**src/rtl/buttons_debounce_pkg.sv**
```systemverilog
// Shared constants and helpers for the pushbutton debounce block.
package buttons_pkg;

   localparam int DEBOUNCE_CYCLES_DEF = 12000;   // 1 ms at 12 MHz

   // Smallest r with 2**r >= v.
   function automatic int clog2(input int v);
      int r;
      r = 0;
      while ((1 << r) < v) r = r + 1;
      return r;
   endfunction

endpackage

```
**src/rtl/buttons_debounce_channel.sv**
```systemverilog
// One button channel: 2-flop synchroniser, stability counter, level, edge pulses, toggle LED.
module debounce_channel
   import buttons_pkg::*;
#(
   parameter int DEBOUNCE_CYCLES = DEBOUNCE_CYCLES_DEF
) (
   input  logic clk,
   input  logic rstn,
   input  logic i_pin,
   output logic o_level,
   output logic o_press,
   output logic o_rel,
   output logic o_led
);

   localparam int                CNT_W   = clog2(DEBOUNCE_CYCLES);
   localparam logic [CNT_W-1:0] CNT_MAX = CNT_W'(DEBOUNCE_CYCLES - 1);

   logic [1:0]       r_sync;
   logic [CNT_W-1:0] r_cnt;
   logic             r_level;
   logic             r_press;
   logic             r_rel;
   logic             r_led;
   logic             w_s;

   assign w_s = r_sync[1];

   always_ff @(posedge clk or negedge rstn) begin
      if (!rstn) begin
         r_sync  <= '0;
         r_cnt   <= '0;
         r_level <= 1'b0;
         r_press <= 1'b0;
         r_rel   <= 1'b0;
         r_led   <= 1'b0;
      end else begin
         r_sync  <= {r_sync[0], i_pin};
         r_press <= 1'b0;
         r_rel   <= 1'b0;
         if (w_s == r_level) begin
            r_cnt <= '0;
         end else if (r_cnt < CNT_MAX) begin
            r_cnt <= r_cnt + 1'b1;
         end else begin
            // Input has differed for DEBOUNCE_CYCLES consecutive samples: accept it.
            r_cnt   <= '0;
            r_level <= w_s;
            r_press <= w_s;
            r_rel   <= ~w_s;
            if (w_s) r_led <= ~r_led;
         end
      end
   end

   assign o_level = r_level;
   assign o_press = r_press;
   assign o_rel   = r_rel;
   assign o_led   = r_led;

endmodule

```
**src/rtl/buttons_debounce.sv**
```systemverilog
// N-channel pushbutton front end: polarity fix, then one debounce_channel per pin.
module buttons_debounce
   import buttons_pkg::*;
#(
   parameter int N_BTN           = 5,
   parameter int DEBOUNCE_CYCLES = DEBOUNCE_CYCLES_DEF,
   parameter bit BTN_ACTIVE_LOW  = 1'b0
) (
   input  logic             clk,
   input  logic             rstn,
   input  logic [N_BTN-1:0] btn,
   output logic [N_BTN-1:0] btn_level,
   output logic [N_BTN-1:0] btn_press,
   output logic [N_BTN-1:0] btn_rel,
   output logic [N_BTN-1:0] led
);

   // After this point 1 always means pressed, so channel reset value 0 is "not pressed".
   logic [N_BTN-1:0] w_btn;
   assign w_btn = BTN_ACTIVE_LOW ? ~btn : btn;

   for (genvar i = 0; i < N_BTN; i++) begin : g_ch
      debounce_channel #(
         .DEBOUNCE_CYCLES(DEBOUNCE_CYCLES)
      ) u_ch (
         .clk    (clk),
         .rstn   (rstn),
         .i_pin  (w_btn[i]),
         .o_level(btn_level[i]),
         .o_press(btn_press[i]),
         .o_rel  (btn_rel[i]),
         .o_led  (led[i])
      );
   end

endmodule

```
**config.mk**
```make
export PLATFORM = sky130hd
export DESIGN_NAME = buttons_debounce
export DESIGN_NICKNAME = d
export VERILOG_FILES = /design/src/rtl/buttons_debounce_pkg.sv /design/src/rtl/buttons_debounce_channel.sv /design/src/rtl/buttons_debounce.sv
export SDC_FILE = /design/constraint.sdc
export NUM_CORES = 1
export LEC_CHECK = 0
export ABC_AREA = 1
export CAP_MARGIN = 5
export CORE_ASPECT_RATIO = 0.8
export CORE_MARGIN = 2
export CORE_UTILIZATION = 50
export DETAILED_ROUTE_END_ITERATION = 16
export PLACE_DENSITY = 0.76
export SLEW_MARGIN = 25
export SYNTH_ARGS = -nofsm -noshare
export SYNTH_HDL_FRONTEND = slang
export SYNTH_SLANG_ARGS = --single-unit
```
**constraint.sdc**
```tcl
create_clock -name clk -period 1.3 [get_ports clk]
set_input_delay 0.325 -clock clk [delete_from_list [all_inputs] [get_ports clk]]
set_output_delay 0.325 -clock clk [all_outputs]
set_load 0.005 [all_outputs]
```
==> results.md, run 1 <==
- Initial antenna violation count: 0
- Num CTS Buffers: 9
- Worst Path Max Fanout: 3
- Area Overhead vs Synth: 33.9%
- Cell count after placement: a little under 800
- P per Cell Area: about 940 nW/um2
- Post-Route WL: roughly 12000 um
- Synthesized area: 5030 um2
- CTS H-tree lvls: 3
- Failing checks: negative setup slack
- Top cell type's share of synthesized area: 0.497
- Worst hold path class: register to register
- Syn Nets: 616
- Synth async-reset ratio: 1.00
- Peak supply drop: 700 uV
- DR WL/cell: 13.8 um
- Pleak: 3.06 nW
- Root buf cell: clkbuf_16
- Critical path class: register to register
- Post-synthesis average cell area: 8.33 um2
- Mux contribution to synthesized area: 0
- Max Root-Sink Buffers: 2
- Top-count cell post-synth: nand2_1
- Max-cap violation count: 0
- CP Data Arrival Time: 1.62 ns
- Clock Skew: 0.00687 ns
- Final Hold Viols: 0
- Clk sinks: 100
- Tmin final: around 1.4 ns
- Share of layout cells above drive strength 1: 0.347
- Die height: 93.7 um
- Vias in the first global route: just under 4000
- Global route overflow: 0
- Slew @ Worst Pin: roughly 0.30 ns
- Synth area leader: dfrtp_1
- DPL Wire Length: 6740 um
- Pwr Total: between 6 and 7 mW
- Synth top cells by count: nand2_1, nor2_1, dfrtp_1, inv_1, nor2_2
- Clock Latency Late Sink: 0.35 ns
- Largest family of logic cells by synthesized area: simple AND/OR/NAND/NOR gates
- Worst Path Required: ~1.5 ns
- Synth Area in Simple Gates: 0.301
- Number of buffers added on ports: 26
- Pin count of the biggest net entering global routing: 45
- FILL cells: roughly 670
- Row cnt: 32
- Antenna-violating nets left: 0
- Adder-cell share of the synthesized area: 0.0124
- Outcome: finished, violations left
- GRT Util Overall: 0.207
- Max_slew headroom: 0.796
- Tcrit/Tclk final: 1.07
- DR vias: 4194
- Fmax: 720 MHz
- Initial Util: 0.517
- Clk pin slew, worst setup/hold paths: ~0.070 ns
- Vias per cell: 5.05
- TritonCTS clock tree: done
- Drt drc: 0
- Warnings from Yosys: 0
- DIE WIDTH: 116 um
- Final setup viols: 34
- Die area: between 10000 and 15000 um2
- Compound-Gate Fraction of Synth Area: 0.0139
- Inserted Diodes: 0
- GP Congestion: 0.850
- Top Ports: 27
- Fin worst setup slack: -0.0894 ns
- Distinct cells, synth: 23
- RSZ-0062 raised after global routing: true
- Flop and latch count out of synthesis: 100
- First-pass GRT wire length: 17600 um
- Synth Area in XOR/XNOR: 0.0783
- # nets final: 702
- Number of enable flip-flop cells after synthesis: 0
- Dominant synthesized flop cell: dfrtp_1
- DR pass1 iterations: 5
- Iter 0 DRT Violations: 316
- Crit. End Element: register
- Cell count after synthesis: 604
- Synth area leaders: dfrtp_1, nand2_1, nor2_1, inv_1, xor2_1
- Sequential area share after synthesis: 0.497
- Final non-filler cell total: 831
- Core ar.: 9730 um2
- Startpoint Class: register
- Max-slew violations: 0
==> cell families after synthesis <==
group / count (synthesis)
adders and majority gates: 5
AOI/OAI and AO/OA: 11
xor gates and xnor gates: 45
buffers and inverters: 101
and+or+nand+nor: 342
DFF: 100
==> metal layers <==
metal,GRT usage,up-vias,share of wire
met1,0.275,2049,0.45
li1,-,2006,-
met3,0.0548,19,0.044
met2,0.333,120,0.49
met4,0.0665,0,0.017
met5,0,-,0
==> through the flow <==
stage               area (um2)  hold slack [ns]  setup TNS [ns]  worst slack (ns)  utilization
global placement          5540            0.214          -0.646           -0.0433        0.569
global route              6740            0.367           -4.70            -0.184        0.693
detailed placement        5540            0.210           -3.65            -0.104        0.569
CTS                       6120            0.360         -0.0455           -0.0284        0.629
finish                    6740            0.357           -1.14           -0.0894        0.693
floorplan                 5040           0.0294               0           0.00182            -
==> cell type report <==
cell class,count,area (um2),share of cell area
clock buffers,12,246,0.0366
clock inverters,4,48.8,0.00724
inverters,76,285,0.0423
multi-input cells,407,2680,0.397
flip-flops and latches,100,2500,0.372
well taps,136,170,0.0252
repair buffers,96,807,0.120
==> placed cells by master (no fill, tap or decap), types with 12 or more instances in the layout <==
master / n
clkdlybuf4s15_1: 12
nand3_1: 19
nor2_2: 48
xor2_1: 23
nand2_1: 112
buf_4: 63
inv_1: 71
nand4_1: 18
dfrtp_1: 98
nand2_2: 21
nor2_4: 27
xnor2_1: 15
nor2_1: 69
==> path summary, 6_finish.rpt <==
check / cells past startpoint / to / start / slack [ns]
max: 7 / g_ch[1].u_ch.r_cnt[10]$_DFF_PN0_ / g_ch[1].u_ch.r_cnt[0]$_DFF_PN0_ / -0.09
min: 0 / g_ch[2].u_ch.r_sync[1]$_DFF_PN0_ / g_ch[2].u_ch.r_sync[0]$_DFF_PN0_ / 0.36
max reg2reg: 7 / g_ch[1].u_ch.r_cnt[10]$_DFF_PN0_ / g_ch[1].u_ch.r_cnt[0]$_DFF_PN0_ / -0.09
min reg2reg: 0 / g_ch[2].u_ch.r_sync[1]$_DFF_PN0_ / g_ch[2].u_ch.r_sync[0]$_DFF_PN0_ / 0.36
max in group asynchronous: 3 / g_ch[3].u_ch.r_cnt[10]$_DFF_PN0_ / rstn / 0.41
min in group asynchronous: 2 / g_ch[4].u_ch.o_rel$_DFF_PN0_ / rstn / 0.40
==> sequential cells by signal (all words and copies together) (netlist names) <==
register           cells
g_ch.u_ch.o_led        5
g_ch.u_ch.o_level      5
g_ch.u_ch.o_press      5
g_ch.u_ch.o_rel        5
g_ch.u_ch.r_cnt       70
g_ch.u_ch.r_sync      10
==> worst max-delay path, cell delays in order (launching register included) <==
cell and delay (ns):
dfrtp_1 0.40, ha_4 0.16, nand2_2 0.08, nor2_4 0.17, nand2_2 0.09, nor2_2 0.17, xnor2_2 0.16, nor2_4 0.04
==> power breakdown <==
group          total (mW)  internal (mW)  leakage, nW  switching (mW)
Combinational       0.434          0.189         1.55           0.245
Sequential           3.21           3.16         1.36          0.0490
Clock                2.67           1.54        0.147            1.13
Total                6.32           4.90         3.06            1.42
==> repair_timing <==
action	CTS	global route
pin swaps	14	39
gates cloned	3	1
hold buffers	1	0
gates resized for setup	63	138
hold endpoints to repair	11	0
endpoints found under the setup margin	91	95
buffers inserted	17	21
Power figures use the tool's default switching activity.
==> run 2, diff against run 1 <==
Settings changed: CORE_MARGIN 2 to 10, PLACE_DENSITY 0.76 to unset, PLACE_DENSITY_LB_ADDON set to 0.1.
==> run 2 against run 1 <==
Net effect: the flow still finishes with violations (negative setup slack); total power shrank 5.1%; cell area shrank 2.6%; count of clock-buffer cells in the layout shrank 2; non-clock buffer count shrank 9; clock skew is essentially flat; clock power shrank 10%; largest cell class unchanged.
==> results.md, run 2 (same netlist as run 1, synthesis figures left out) <==
- Peak supply drop: 721 uV
- Clk pin slew, worst setup/hold paths: 0.06 ns
- Startpoint Class: register
- Worst path slowest cell: dfrtp_1
- Top Ports: 27
- Clock Latency Late Sink: about 0.34 ns
- Slew @ Worst Pin: between 0.2 and 0.3 ns
- Final setup viols: 16
- CTS H-tree lvls: 3
- Max incr delay on CP: 0.40 ns
- Die height: 110 um
- Post-Route WL: 10600 um
- Critical R2R Launch: g_ch[3].u_ch.r_cnt[1]$_DFF_PN0_
- Number of flip-flops in the largest register: 70
- Tmin final: 1.37 ns
- Worst Path Required: 1.54 ns
- Pleak: 2.99 nW
- Global route overflow: 0
- Vias per cell: around 4.8
- Crit. End Element: register
- Failing checks: negative setup slack
- Root buf cell: clkbuf_16
- Tcrit/Tclk final: 1.05
- Most flop-heavy register: g_ch.u_ch.r_cnt
- Worst Reg-to-Reg Cells: 8
- Iter 0 DRT Violations: 214
- Cell mode on critical path: nand2_2
- TritonCTS clock tree: done
- Post-layout util: 0.675
- RSZ-0062 raised after global routing: true
- Worst Path Max Fanout: 6
- # nets final: 693
- CP endpoint: g_ch[3].u_ch.o_led$_DFFE_PN0P_
- Most frequent cells in the layout: nand2_1, dfrtp_1, inv_1
- Crit Reg-Reg Endpoint: g_ch[3].u_ch.o_led$_DFFE_PN0P_
- Fin worst setup slack: -0.0685 ns
- CP Data Arrival Time: 1.60 ns
- Worst hold path class: register to register
- Hold_sp: g_ch[3].u_ch.r_sync[0]$_DFF_PN0_
- Clock Skew: 0.00675 ns
- Antenna-violating nets left: 0
- DR WL/cell: around 13 um
- Max-cap violation count: 0
- GP Congestion: 0.856
- Crit. Startpoint: g_ch[3].u_ch.r_cnt[1]$_DFF_PN0_
- Initial Util: 0.517
- Fmax: 731 MHz
- Top Registers: g_ch.u_ch.r_cnt (70), g_ch.u_ch.r_sync (10)
- Vias in the first global route: 3662
- Die area: 14500 um2
- Num CTS Buffers: 9
- Drt drc: 0
- Initial antenna violation count: 0
- First-pass GRT wire length: 16900 um
- Area Overhead vs Synth: 30.5%
- Max_slew headroom: 0.806
- DPL Wire Length: slightly below 7000 um
- DIE WIDTH: roughly 130 um
- Clk sinks: 100
- Hold WS: 0.348 ns
- Final Hold Viols: 0
- Max-slew violations: 0
- DR vias: 3929
- R2R setup slack: -0.07 ns
- Number of buffers added on ports: 26
- Critical path class: register to register
- GRT Util Overall: 0.141
- Outcome: finished, violations left
- Core ar.: 9730 um2
- Pin count of the biggest net entering global routing: 28
- DR pass1 iterations: 4
- Row cnt: 32
- Inserted Diodes: 0
- P per Cell Area: 913 nW/um2
- Commonest non-fill, non-tap cell in the layout: nand2_1
- Crit-path cells: ha_4 -> nand4_1 -> nand2_2 -> nand2_4 -> nand2_8 -> nand2_4 -> nand2_2 -> nand2_2
- Share of layout cells above drive strength 1: 0.333
- Max Root-Sink Buffers: 2
## run 2: cell types whose count changed in the layout (fill, tap and decap cells not counted), sizes merged
cell and delta:
clkdlybuf4s15 +2, clkinvlp +2, bufinv -1, clkbuf -6, buf -7
## run 2: routing by layer
layer,routed length (um),track usage,up-vias
li1,-,-,1993
met1,5080,0.184,1861
met2,4910,0.222,62
met3,478,0.0451,13
met4,140,0.0439,0
met5,0,0,-
## run 2: what timing repair did
item,CTS,global route
pin swaps,7,51
setup buffers,9,19
cloned,4,0
resized for setup,57,129
hold buffers,1,0
hold endpoints to repair,6,0
setup endpoints to repair,91,100
## run 2: stage by stage
stage	area, um2	total power, mW	setup TNS, ns	std cells	worst slack (ns)
2_1_floorplan	5040	3.41	0	604	0.00182
3_5_place_dp	5560	3.58	-3.70	773	-0.0944
5_1_grt	6570	6.24	-2.87	821	-0.130
6_report	6570	6.00	-0.317	821	-0.0685
4_1_cts	6020	6.01	0	802	0.00128
3_3_place_gp	5560	3.57	-0.735	773	-0.0419
## run 2: worst min path at each step
stage                                             to  slack, ns  cells after the start
finish              g_ch[3].u_ch.r_sync[1]$_DFF_PN0_       0.35                      0
floorplan             g_ch[0].u_ch.o_led$_DFFE_PN0P_       0.03                      0
detailed placement  g_ch[4].u_ch.r_cnt[10]$_DFF_PN0_       0.19                      1
CTS                 g_ch[3].u_ch.r_sync[1]$_DFF_PN0_       0.35                      0
global placement    g_ch[4].u_ch.o_level$_DFFE_PN0P_       0.19                      1
global route        g_ch[3].u_ch.r_sync[1]$_DFF_PN0_       0.35                      0
## run 2: power breakdown
part / leakage (nW) / internal [mW] / switching [mW]
clock network: 0.124 / 1.28 / 1.11
registers: 1.36 / 3.16 / 0.0494
logic: 1.51 / 0.171 / 0.224
## run 2: area by class of cell
cell class | count | area [um2]
multi-input combinational | 407 | 2610
timing repair buffer | 87 | 742
clock buffer | 10 | 229
sequential | 100 | 2500
inverter | 76 | 285
tap | 136 | 170
fill | 773 | 3160
clock inverter | 5 | 30.0
## run 2: critical path: cells and delay by family, from the launching register on
| family | cells | cell delay [ns] |
|---|---|---|
| and+or+nand+nor | 7 | 0.70 |
| DFF | 1 | 0.40 |
| adders and majority gates | 1 | 0.17 |
